==> config.mk <==
export PLATFORM = sky130hd
export DESIGN_NAME = score_sequencer_flat
export DESIGN_NICKNAME = d
export VERILOG_FILES = /design/src/rtl/pong_pkg.sv /design/src/rtl/score_sequencer_if.sv /design/src/rtl/frame_timer.sv /design/src/rtl/score_sequencer.sv /design/src/flat_wrapper.sv
export SDC_FILE = /design/constraint.sdc
export NUM_CORES = 1
export LEC_CHECK = 0
export CORE_UTILIZATION = 40
export CTS_CLUSTER_SIZE = 20
export DETAILED_ROUTE_END_ITERATION = 6
export PLACE_DENSITY = 0.66
export SETUP_SLACK_MARGIN = 0.1
export SLEW_MARGIN = 25
export SYNTH_ARGS = -nofsm -noshare
export SYNTH_HDL_FRONTEND = slang
export SYNTH_HIERARCHICAL = 1
export SYNTH_SLANG_ARGS = --single-unit
==> constraint.sdc <==
create_clock -name clk -period 9.79 [get_ports clk]
set_input_delay 2.4475 -clock clk [delete_from_list [all_inputs] [get_ports clk]]
set_output_delay 2.4475 -clock clk [all_outputs]
set_load 0.01 [all_outputs]
==> src/rtl/pong_pkg.sv <==
// Shared types and constants for the pong game-flow logic.
package pong_pkg;

  typedef enum logic [2:0] {
    IDLE,
    SERVE_WAIT,
    PLAY,
    SCORED,
    GAME_OVER
  } state_t;

  localparam logic [1:0] WIN_NONE  = 2'b00;
  localparam logic [1:0] WIN_LEFT  = 2'b01;
  localparam logic [1:0] WIN_RIGHT = 2'b10;

  localparam logic DIR_LEFT  = 1'b0;
  localparam logic DIR_RIGHT = 1'b1;

endpackage

==> src/rtl/score_sequencer_if.sv <==
// Signal bundle between ball logic, the score sequencer and the score digits.
interface score_sequencer_if;
  import pong_pkg::*;

  logic       frame_tick;
  logic       goal_left;
  logic       goal_right;
  logic       new_game;
  logic       left_inc;
  logic       right_inc;
  logic       score_clr;
  logic [3:0] left_score;
  logic [3:0] right_score;
  logic       serve;
  logic       serve_dir;
  logic [1:0] winner;
  logic       blink;

  modport master (
    output frame_tick, goal_left, goal_right, new_game,
    input  left_inc, right_inc, score_clr, left_score, right_score,
    input  serve, serve_dir, winner, blink
  );

  modport slave (
    input  frame_tick, goal_left, goal_right, new_game,
    output left_inc, right_inc, score_clr, left_score, right_score,
    output serve, serve_dir, winner, blink
  );

endinterface

==> src/rtl/frame_timer.sv <==
// Counts frame ticks up to a terminal count; done pulses on the tick that reaches it.
module frame_timer (
  input  logic       clk,
  input  logic       rst,
  input  logic       clr,
  input  logic       tick,
  input  logic [7:0] tc,
  output logic       done
);

  logic [7:0] count;

  // A tick during clear is deliberately not counted.
  assign done = tick & ~clr & (count == tc - 8'd1);

  always_ff @(posedge clk) begin
    if (rst || clr || done) count <= 8'd0;
    else if (tick)          count <= count + 8'd1;
  end

endmodule

==> src/rtl/score_sequencer.sv <==
// Pong game-flow controller: scores, post-goal pause, serve timing, winner detect.
// Define SCORE_BLINK_EN to enable the winner-digit blink in GAME_OVER.
//
//   state      | meaning
//   IDLE       | power-up, waiting for new_game
//   SERVE_WAIT | counting SERVE_FRAMES before releasing the ball
//   PLAY       | ball live, first goal edge scores
//   SCORED     | post-goal pause of SCORED_FRAMES
//   GAME_OVER  | winner shown until new_game
module score_sequencer
  import pong_pkg::*;
#(
  parameter int WIN_SCORE     = 9,
  parameter int SCORED_FRAMES = 30,
  parameter int SERVE_FRAMES  = 60,
  parameter int BLINK_FRAMES  = 8
) (
  input logic              clk,
  input logic              rst,
  score_sequencer_if.slave bus
);

  state_t     state, next_state;
  logic       goal_left_d, goal_right_d;
  logic       left_edge, right_edge;
  logic       entry_q;
  logic       left_inc_q, right_inc_q;
  logic [3:0] left_score_q, right_score_q;
  logic       serve_dir_q;
  logic [1:0] winner_q;
  logic       serve_c;
  logic       timer_tick, timer_done;
  logic [7:0] timer_tc;

  assign left_edge  = bus.goal_left & ~goal_left_d;
  assign right_edge = bus.goal_right & ~goal_right_d;

  frame_timer u_timer (
    .clk  (clk),
    .rst  (rst),
    .clr  (entry_q | bus.new_game),
    .tick (timer_tick),
    .tc   (timer_tc),
    .done (timer_done)
  );

  always_ff @(posedge clk) begin
    if (rst) state <= IDLE;
    else     state <= next_state;
  end

  always_comb begin
    next_state = state;
    serve_c    = 1'b0;
    timer_tick = 1'b0;
    timer_tc   = 8'(SERVE_FRAMES);
    case (state)
      IDLE: ;
      SERVE_WAIT: begin
        timer_tick = bus.frame_tick;
        if (timer_done) begin
          serve_c    = 1'b1;
          next_state = PLAY;
        end
      end
      PLAY: if (left_edge || right_edge) next_state = SCORED;
      SCORED: begin
        timer_tick = bus.frame_tick;
        timer_tc   = 8'(SCORED_FRAMES);
        if (timer_done)
          next_state = (left_score_q == 4'(WIN_SCORE) || right_score_q == 4'(WIN_SCORE))
                       ? GAME_OVER : SERVE_WAIT;
      end
      GAME_OVER: begin
        timer_tc = 8'(BLINK_FRAMES);
`ifdef SCORE_BLINK_EN
        timer_tick = bus.frame_tick;
`endif
      end
      default: next_state = IDLE;
    endcase
    // Restart outranks everything, including a goal or serve in the same cycle.
    if (bus.new_game) begin
      next_state = SERVE_WAIT;
      serve_c    = 1'b0;
    end
  end

  always_ff @(posedge clk) begin
    if (rst) begin
      goal_left_d   <= 1'b0;
      goal_right_d  <= 1'b0;
      entry_q       <= 1'b0;
      left_inc_q    <= 1'b0;
      right_inc_q   <= 1'b0;
      left_score_q  <= 4'd0;
      right_score_q <= 4'd0;
      serve_dir_q   <= DIR_LEFT;
      winner_q      <= WIN_NONE;
    end else begin
      goal_left_d  <= bus.goal_left;
      goal_right_d <= bus.goal_right;
      entry_q      <= (next_state != state) || bus.new_game;
      left_inc_q   <= 1'b0;
      right_inc_q  <= 1'b0;
      if (bus.new_game) begin
        left_score_q  <= 4'd0;
        right_score_q <= 4'd0;
        serve_dir_q   <= DIR_LEFT;
        winner_q      <= WIN_NONE;
      end else if (state == PLAY) begin
        if (left_edge) begin
          left_inc_q   <= 1'b1;
          left_score_q <= left_score_q + 4'd1;
          serve_dir_q  <= DIR_RIGHT;
        end else if (right_edge) begin
          right_inc_q   <= 1'b1;
          right_score_q <= right_score_q + 4'd1;
          serve_dir_q   <= DIR_LEFT;
        end
      end else if (state == SCORED && timer_done) begin
        if (left_score_q == 4'(WIN_SCORE))       winner_q <= WIN_LEFT;
        else if (right_score_q == 4'(WIN_SCORE)) winner_q <= WIN_RIGHT;
      end
    end
  end

`ifdef SCORE_BLINK_EN
  logic blink_q;

  always_ff @(posedge clk) begin
    if (rst || bus.new_game)                              blink_q <= 1'b0;
    else if (next_state == GAME_OVER && state != GAME_OVER) blink_q <= 1'b1;
    else if (state != GAME_OVER)                          blink_q <= 1'b0;
    else if (timer_done)                                  blink_q <= ~blink_q;
  end

  assign bus.blink = blink_q;
`else
  assign bus.blink = 1'b0;
`endif

  // Pulses are masked by restart and reset so they never overlap score_clr.
  assign bus.left_inc    = left_inc_q & ~bus.new_game & ~rst;
  assign bus.right_inc   = right_inc_q & ~bus.new_game & ~rst;
  assign bus.score_clr   = bus.new_game & ~rst;
  assign bus.serve       = serve_c & ~rst;
  assign bus.left_score  = left_score_q;
  assign bus.right_score = right_score_q;
  assign bus.serve_dir   = serve_dir_q;
  assign bus.winner      = winner_q;

endmodule

==> src/flat_wrapper.sv <==
// flat-port wrapper written by rule: the top's interface ports become plain ports
module score_sequencer_flat import pong_pkg::*;
#(
  parameter int WIN_SCORE     = 9,
  parameter int SCORED_FRAMES = 30,
  parameter int SERVE_FRAMES  = 60,
  parameter int BLINK_FRAMES  = 8
)
  (clk, rst, bus_frame_tick, bus_goal_left, bus_goal_right, bus_new_game, bus_left_inc, bus_right_inc, bus_score_clr, bus_left_score, bus_right_score, bus_serve, bus_serve_dir, bus_winner, bus_blink);
  score_sequencer_if bus_i ();
  input logic clk;
  input logic rst;
  input wire logic [$bits(bus_i.frame_tick)-1:0] bus_frame_tick;
  input wire logic [$bits(bus_i.goal_left)-1:0] bus_goal_left;
  input wire logic [$bits(bus_i.goal_right)-1:0] bus_goal_right;
  input wire logic [$bits(bus_i.new_game)-1:0] bus_new_game;
  output wire logic [$bits(bus_i.left_inc)-1:0] bus_left_inc;
  output wire logic [$bits(bus_i.right_inc)-1:0] bus_right_inc;
  output wire logic [$bits(bus_i.score_clr)-1:0] bus_score_clr;
  output wire logic [$bits(bus_i.left_score)-1:0] bus_left_score;
  output wire logic [$bits(bus_i.right_score)-1:0] bus_right_score;
  output wire logic [$bits(bus_i.serve)-1:0] bus_serve;
  output wire logic [$bits(bus_i.serve_dir)-1:0] bus_serve_dir;
  output wire logic [$bits(bus_i.winner)-1:0] bus_winner;
  output wire logic [$bits(bus_i.blink)-1:0] bus_blink;
  assign bus_i.frame_tick = bus_frame_tick;
  assign bus_i.goal_left = bus_goal_left;
  assign bus_i.goal_right = bus_goal_right;
  assign bus_i.new_game = bus_new_game;
  assign bus_left_inc = bus_i.left_inc;
  assign bus_right_inc = bus_i.right_inc;
  assign bus_score_clr = bus_i.score_clr;
  assign bus_left_score = bus_i.left_score;
  assign bus_right_score = bus_i.right_score;
  assign bus_serve = bus_i.serve;
  assign bus_serve_dir = bus_i.serve_dir;
  assign bus_winner = bus_i.winner;
  assign bus_blink = bus_i.blink;
  score_sequencer #(.WIN_SCORE(WIN_SCORE), .SCORED_FRAMES(SCORED_FRAMES), .SERVE_FRAMES(SERVE_FRAMES), .BLINK_FRAMES(BLINK_FRAMES)) u_core (.clk(clk), .rst(rst), .bus(bus_i));
endmodule
==> metrics, run 1 <==
share of cells above drive strength 1 under 10%; #FFs+latches synth 27; worst skew pair latency 260 ps; CTS Sinks 27; Synth Area per Inst between 9 and 10 um2; root buffer cell clkbuf_8; first-pass GRT wire length 5.04 mm; TNS Setup 0 ps; routed via count around 1,200; Worst Path Required ~7300 ps; Worst Tran Pin Value about 560 ps; flop-to-flop setup slack around 6500 ps; area of the core about 0.0038 mm2; Leak around 0.00064 uW; Starting DRT DRC Count between 40 and 50; count of cell types in the netlist 51; Avg WL per Cell roughly 12 um; global-route usage over all layers 14.9%; Clk pin slew, worst setup/hold paths 90 ps; pin count of the biggest net entering global routing 19; synthesized area ~0.0016 mm2; CTS Buffer Depth 2; peak supply drop between 0.0001 and 0.00015 V; worst-path cell chain clkdlybuf4s50_1 -> or2_2 -> nor4b_1 -> o2111ai_2 -> a211oi_4 -> nand2_1 -> nor4_1 -> clkdlybuf4s50_1; crit path kind input pin to primary output; Tmin final 7940 ps; sequential share of the synthesized area approximately a third; outcome finished, final reports clean; Max Clock Freq about 0.13 GHz; critical path fanouts, max 14; Setup violations, final 0; Die X 65.8 um; Ys Warns 6; Ports 22; PwrDens between 90 and 100 mW/mm2; number of global-route vias before repair between 1,000 and 1,500; DR pass1 iterations 4; Worst Setup End Kind primary output; remaining antenna violation count 0; WP data arrival between 5000 and 6000 ps; final WL 2.94 mm; dpl hpwl roughly 2.2 mm; PortBufs 20; Top FF cell, synth dfxtp_1; PostCTS Resize Cnt 0; DRC Markers 0; Max Cap Viol 0; crit path buf inv count 2; Hold Crit Class flop to flop; htree depth 1; Overflow after GRT 0; Slew HR about 63%; cts hold-fix bufs 0; most frequent cell on the critical path clkdlybuf4s50_1; Final nets roughly 220; Rows 22; Worst Setup Start Kind input pin; period utilisation layout 81.1%; Pins Over Slew Limit 0; vias per cell ~4.9; TritonCTS Buffers 3; Syn-to-layout area delta 16.7%; critical path's top delay family simple AND/OR/NAND/NOR gates; initial antenna violation count 0; Die Ht 65.8 um; RSZ-0062 raised after global routing false; ANT cells 0; Starting Density 43.2%; Hold Vio Cnt, Final 0; Mapped Cells 178; Min Hold Slack ~460 ps; Post-synth ARST share 0%; full die area roughly 0.0043 mm2; Clock Skew roughly 4.7 ps; CP peak stage delay about 580 ps; count of flip-flops with a built-in enable after synthesis 0; post-CTS setup buffer count 0; Finished Core Util 50.4%; CTS tree done; RD Place Congestion slightly below 0.8; Crit-path slowest cell clkdlybuf4s50_1
registers in the layout, summed over array words and instances (netlist names):
signal	count
u_core/entry_q	1
u_core/bus.left_score	4
u_core/goal_right_d	1
u_core/right_inc_q	1
u_core/state	3
u_core/u_timer/count	8
u_core/bus.winner	2
u_core/bus.serve_dir	1
u_core/bus.right_score	4
u_core/goal_left_d	1
u_core/left_inc_q	1
worst min-delay path: stages (launching register included):
cell and delay (ps):
dfxtp_1 320, nand2_1 50, a21oi_1 50
cell usage after synthesis (all sizes together), types with 2 or more instances:
master	n	share of area (%)
a211oi	5	3.1
a21boi	2	0.92
a21oi	4	1.2
and3	3	1.2
and3b	4	2.2
buf	10	4.4
conb	2	0.46
dfxtp	27	33
ha	6	4.6
inv	7	1.6
nand2	7	1.6
nand3	6	1.8
nand4	4	1.5
nor2	16	4.1
nor2b	6	2.3
nor3	5	1.8
nor3b	4	2.2
nor4	9	3.5
nor4b	4	2.5
o21ai	2	0.61
or2	2	0.77
xnor2	12	6.5
xor2	12	6.5
cell families (layout without fill, tap and decap cells):
group	count (synthesis)	after routing	share of synthesized area, %
multiplexers	2	2	1.31
adder cells (fa/ha/maj)	6	6	4.61
XOR/XNOR	24	24	12.9
AND/OR/NAND/NOR	76	76	28.9
other	2	15	0.461
buffers and inverters	19	31	6.84
flip-flops	27	27	33.2
AO/OA/AOI/OAI	22	22	11.8
worst paths after layout:
check                                                  startpoint                           endpoint  cells past startpoint
worst max-delay path                                 bus_new_game                          bus_serve                      8
worst min-delay path            u_core/bus.winner[0]$_SDFFE_PP0P_  u_core/bus.winner[0]$_SDFFE_PP0P_                      2
worst max register to register         u_core/state[2]$_SDFF_PP0_          u_core/entry_q$_SDFF_PP0_                     10
worst min register to register  u_core/bus.winner[0]$_SDFFE_PP0P_  u_core/bus.winner[0]$_SDFFE_PP0P_                      2
cell usage in the layout, fill, tap and decap left out, drive strengths merged, types with 2 or more instances in the layout:
| master | instances |
|---|---|
| dfxtp | 27 |
| clkdlybuf4s50 | 20 |
| nor2 | 16 |
| conb | 15 |
| xnor2 | 12 |
| xor2 | 12 |
| nor4 | 9 |
| inv | 7 |
| nand2 | 7 |
| nor2b | 6 |
| nand3 | 6 |
| ha | 6 |
| nor3 | 5 |
| a211oi | 5 |
| and3b | 4 |
| a21oi | 4 |
| nand4 | 4 |
| nor3b | 4 |
| nor4b | 4 |
| clkbuf | 3 |
| and3 | 3 |
| or2 | 2 |
| o21ai | 2 |
| a21boi | 2 |
area by class of cell:
type	instances	area, um2
Clock buffer	3	41.3
Clock inverter	1	7.51
Fill cell	374	1870
Inverter	7	26.3
Multi-Input combinational cell	145	1030
Sequential cell	27	541
Tap cell	48	60.1
Timing Repair Buffer	20	200
stage by stage:
| step | cells | power [uW] | worst slack, ps | area (um2) |
|---|---|---|---|---|
| after floorplan | 191 | 127 | 2980 | 1680 |
| after global placement | 247 | 130 | 1880 | 1850 |
| after detailed placement | 247 | 130 | 1880 | 1850 |
| after CTS | 251 | 193 | 1850 | 1900 |
| after global routing | 251 | 198 | 1560 | 1900 |
| final | 251 | 189 | 1850 | 1900 |
power breakdown:
part	internal [uW]	switching, uW
registers	111	1.15
clock network	28.8	33.0
logic	6.95	8.61
total	147	42.8
layer usage:
layer	global-route usage (%)	up-vias	wire, um	part of all wire, %
li1	-	667	-	-
met1	22.2	547	1560	53
met2	22.4	15	1290	44
met3	2.59	2	75	2.5
met4	2.45	0	20	0.68
met5	0	-	0	0
Note: power is estimated with default switching activity, not from simulation.
==> run 2, diff against run 1 <==
Settings changed: PLACE_DENSITY 0.66 to 0.69.
Clock period 9.79 ns to 6.95 ns, I/O delays scaled along.
==> run 2 against run 1 <==
  * Combinational power rose by 41%
  * Flip-flop and latch count did not move
  * Non-clock buffer count rose by 1
  * Sequential power rose by 41%
  * Final cell count rose by 0.40%
  * Routed wire length rose by 0.20%
  * Utilization rose by 0.20 points
  * Largest cell class unchanged
==> metrics, run 2 (synthesis gave the netlist of run 1 again) <==
Die X 65.8 um (unchanged); full die area 0.00433 mm2 (unchanged); Final Cell Area 0.00191 mm2 (was 0.00190 mm2); root buffer cell clkbuf_8 (unchanged); worst skew pair latency 280 ps (was 260 ps); Clk pin slew, worst setup/hold paths 100 ps (was 90 ps); area post-placement 0.00186 mm2 (was 0.00185 mm2); WHS Path Cells 2 (unchanged); Hold Vio Cnt, Final 0 (unchanged); first-pass GRT wire length 5.10 mm (was 5.04 mm); R2R Path End u_core/entry_q$_SDFF_PP0_ (unchanged); storage element area 541 um2 (unchanged); TritonCTS Buffers 3 (unchanged); TNS Setup 0 ps (unchanged); max FFs per register 8 (unchanged); Pins Over Slew Limit 0 (unchanged); Setup crit start bus_new_game (unchanged); reg2reg start u_core/state[2]$_SDFF_PP0_ (unchanged); Die Ht 65.8 um (unchanged); flop-to-flop setup slack 3710 ps (was 6460 ps); most frequent cell on the critical path clkdlybuf4s50_1 (unchanged); Starting DRT DRC Count 29 (was 45); global-route usage over all layers 15.5% (was 14.9%); Crit-path slowest cell clkdlybuf4s50_1 (unchanged); critical path fanouts, max 9 (was 14); RSZ-0062 raised after global routing false (unchanged); CTS Buffer Depth 2 (unchanged); routed via count 1,259 (was 1,231); PortBufs 20 (unchanged); share of cells above drive strength 1 9.80% (was 9.36%); CP peak stage delay 600 ps (was 580 ps); Min Hold Slack 464 ps (was 461 ps); PostCTS Resize Cnt 0 (unchanged); pin count of the biggest net entering global routing 19 (unchanged); R2R depth 11 (was 10); Layout fillers 350 (was 374); Finished Core Util 50.6% (was 50.4%); WP data arrival 4500 ps (was 5490 ps); worst-path cell chain clkdlybuf4s50_1 -> or2_2 -> nor4b_1 -> o2111ai_2 -> a211oi_4 -> nand2_1 -> nor4_1 -> clkdlybuf4s50_1 (unchanged); Worst Path Required 5210 ps (was 7340 ps); final WL 2.95 mm (was 2.94 mm); RD Place Congestion 0.817 (was 0.794); Rows 22 (unchanged); Ports 22 (unchanged); post-layout total power 269 uW (was 189 uW); area of the core 0.00377 mm2 (unchanged); Max Cap Viol 0 (unchanged); post-CTS setup buffer count 0 (unchanged); most frequent cells in the layout dfxtp_1, clkdlybuf4s50_1, nor2_1, conb_1 (unchanged); most common cell after layout, fill and taps aside dfxtp_1 (unchanged); Setup violations, final 0 (unchanged); peak supply drop 0.000116 V (was 0.000109 V); crit path buf inv count 2 (unchanged); Overflow after GRT 0 (unchanged); CTS Sinks 27 (unchanged); dpl hpwl 2.22 mm (was 2.24 mm); Worst Tran Pin Value 543 ps (was 560 ps); htree depth 1 (unchanged); Leak 0.000641 uW (was 0.000636 uW); Tmin final approximately 6200 ps; Slew HR 63.8% (was 62.5%); Worst Setup End Kind primary output (unchanged); Hold Path Origin u_core/bus.winner[0]$_SDFFE_PP0P_ (unchanged); cts hold-fix bufs 0 (unchanged); Clock Skew 13.5 ps (was 4.72 ps); Worst Hold End u_core/bus.winner[0]$_SDFFE_PP0P_ (unchanged); outcome finished, final reports clean (unchanged); Avg WL per Cell 11.7 um (about the same); Multi-input gate area 0.00103 mm2 (unchanged); DR pass1 iterations 4 (unchanged); ANT cells 0 (unchanged); CTS tree done (unchanged); Syn-to-layout area delta 17.2% (was 16.7%); remaining antenna violation count 0 (unchanged); Max Clock Freq between 0.15 and 0.2 GHz; Starting Density 43.2% (unchanged); PwrDens 141 mW/mm2 (was 99.6 mW/mm2); Largest Register u_core/u_timer/count (unchanged); Hold Crit Class flop to flop (unchanged); initial antenna violation count 0 (unchanged); critical path's top delay family simple AND/OR/NAND/NOR gates (unchanged); Worst Setup Start Kind input pin (unchanged); vias per cell 5.00 (was 4.90); number of global-route vias before repair 1,129 (was 1,120); DRC Markers 0 (unchanged); period utilisation layout between 80% and 90%; crit path kind input pin to primary output (unchanged); Final nets 217 (was 216)
## run 2: cell types whose count changed in the layout (fill, tap and decap cells not counted)
cell   change
buf_4      +1
## run 2: worst register-to-register path, stage by stage, from the launching register on
cell and delay (ps):
dfxtp_1 580, and3b_1 310, inv_1 80, ha_1 250
xnor2_1 130, nor4b_1 380, o2111ai_2 210, a211oi_4 250
buf_4 230, a21boi_0 160, a2111oi_2 380, a211oi_1 140
## run 2: worst max-delay path by stage
stage / to / slack (ps) / depth (start not counted)
4_1_cts: bus_serve / 690 / 8
2_1_floorplan: bus_serve / 1560 / 7
3_3_place_gp: bus_serve / 750 / 8
6_report: bus_serve / 720 / 8
5_1_grt: bus_serve / 480 / 8
3_5_place_dp: bus_serve / 720 / 8
## run 2: final cells by class
cell class	instances	area share (%)
multi-input combinational	145	53.7
sequential	27	28.3
timing repair buffer	21	10.9
tap	48	3.15
clock buffer	3	2.16
inverter	7	1.38
clock inverter	1	0.393
## run 2: through the flow
| stage | setup WS (ps) | std cells |
|---|---|---|
| after floorplan | 1560 | 191 |
| after global placement | 748 | 248 |
| after detailed placement | 723 | 248 |
| after CTS | 686 | 252 |
| after global routing | 483 | 252 |
| final | 716 | 252 |
## run 2: power breakdown
group	switching [uW]	total (uW)	internal [uW]
logic	12.1	22.0	9.84
clock network	48.7	89.4	40.7
registers	1.50	158	156
total	62.3	269	207
## run 2: routing by layer
metal  share of wire [%]  track usage, %  vias up  wire [um]
li1                    -               -      669          -
met1                  54            22.6      561       1600
met2                  40            21.8       24       1180
met3                 3.8            2.59        5        112
met4                 1.9            7.34        0         55
met5                   0               0        -          0
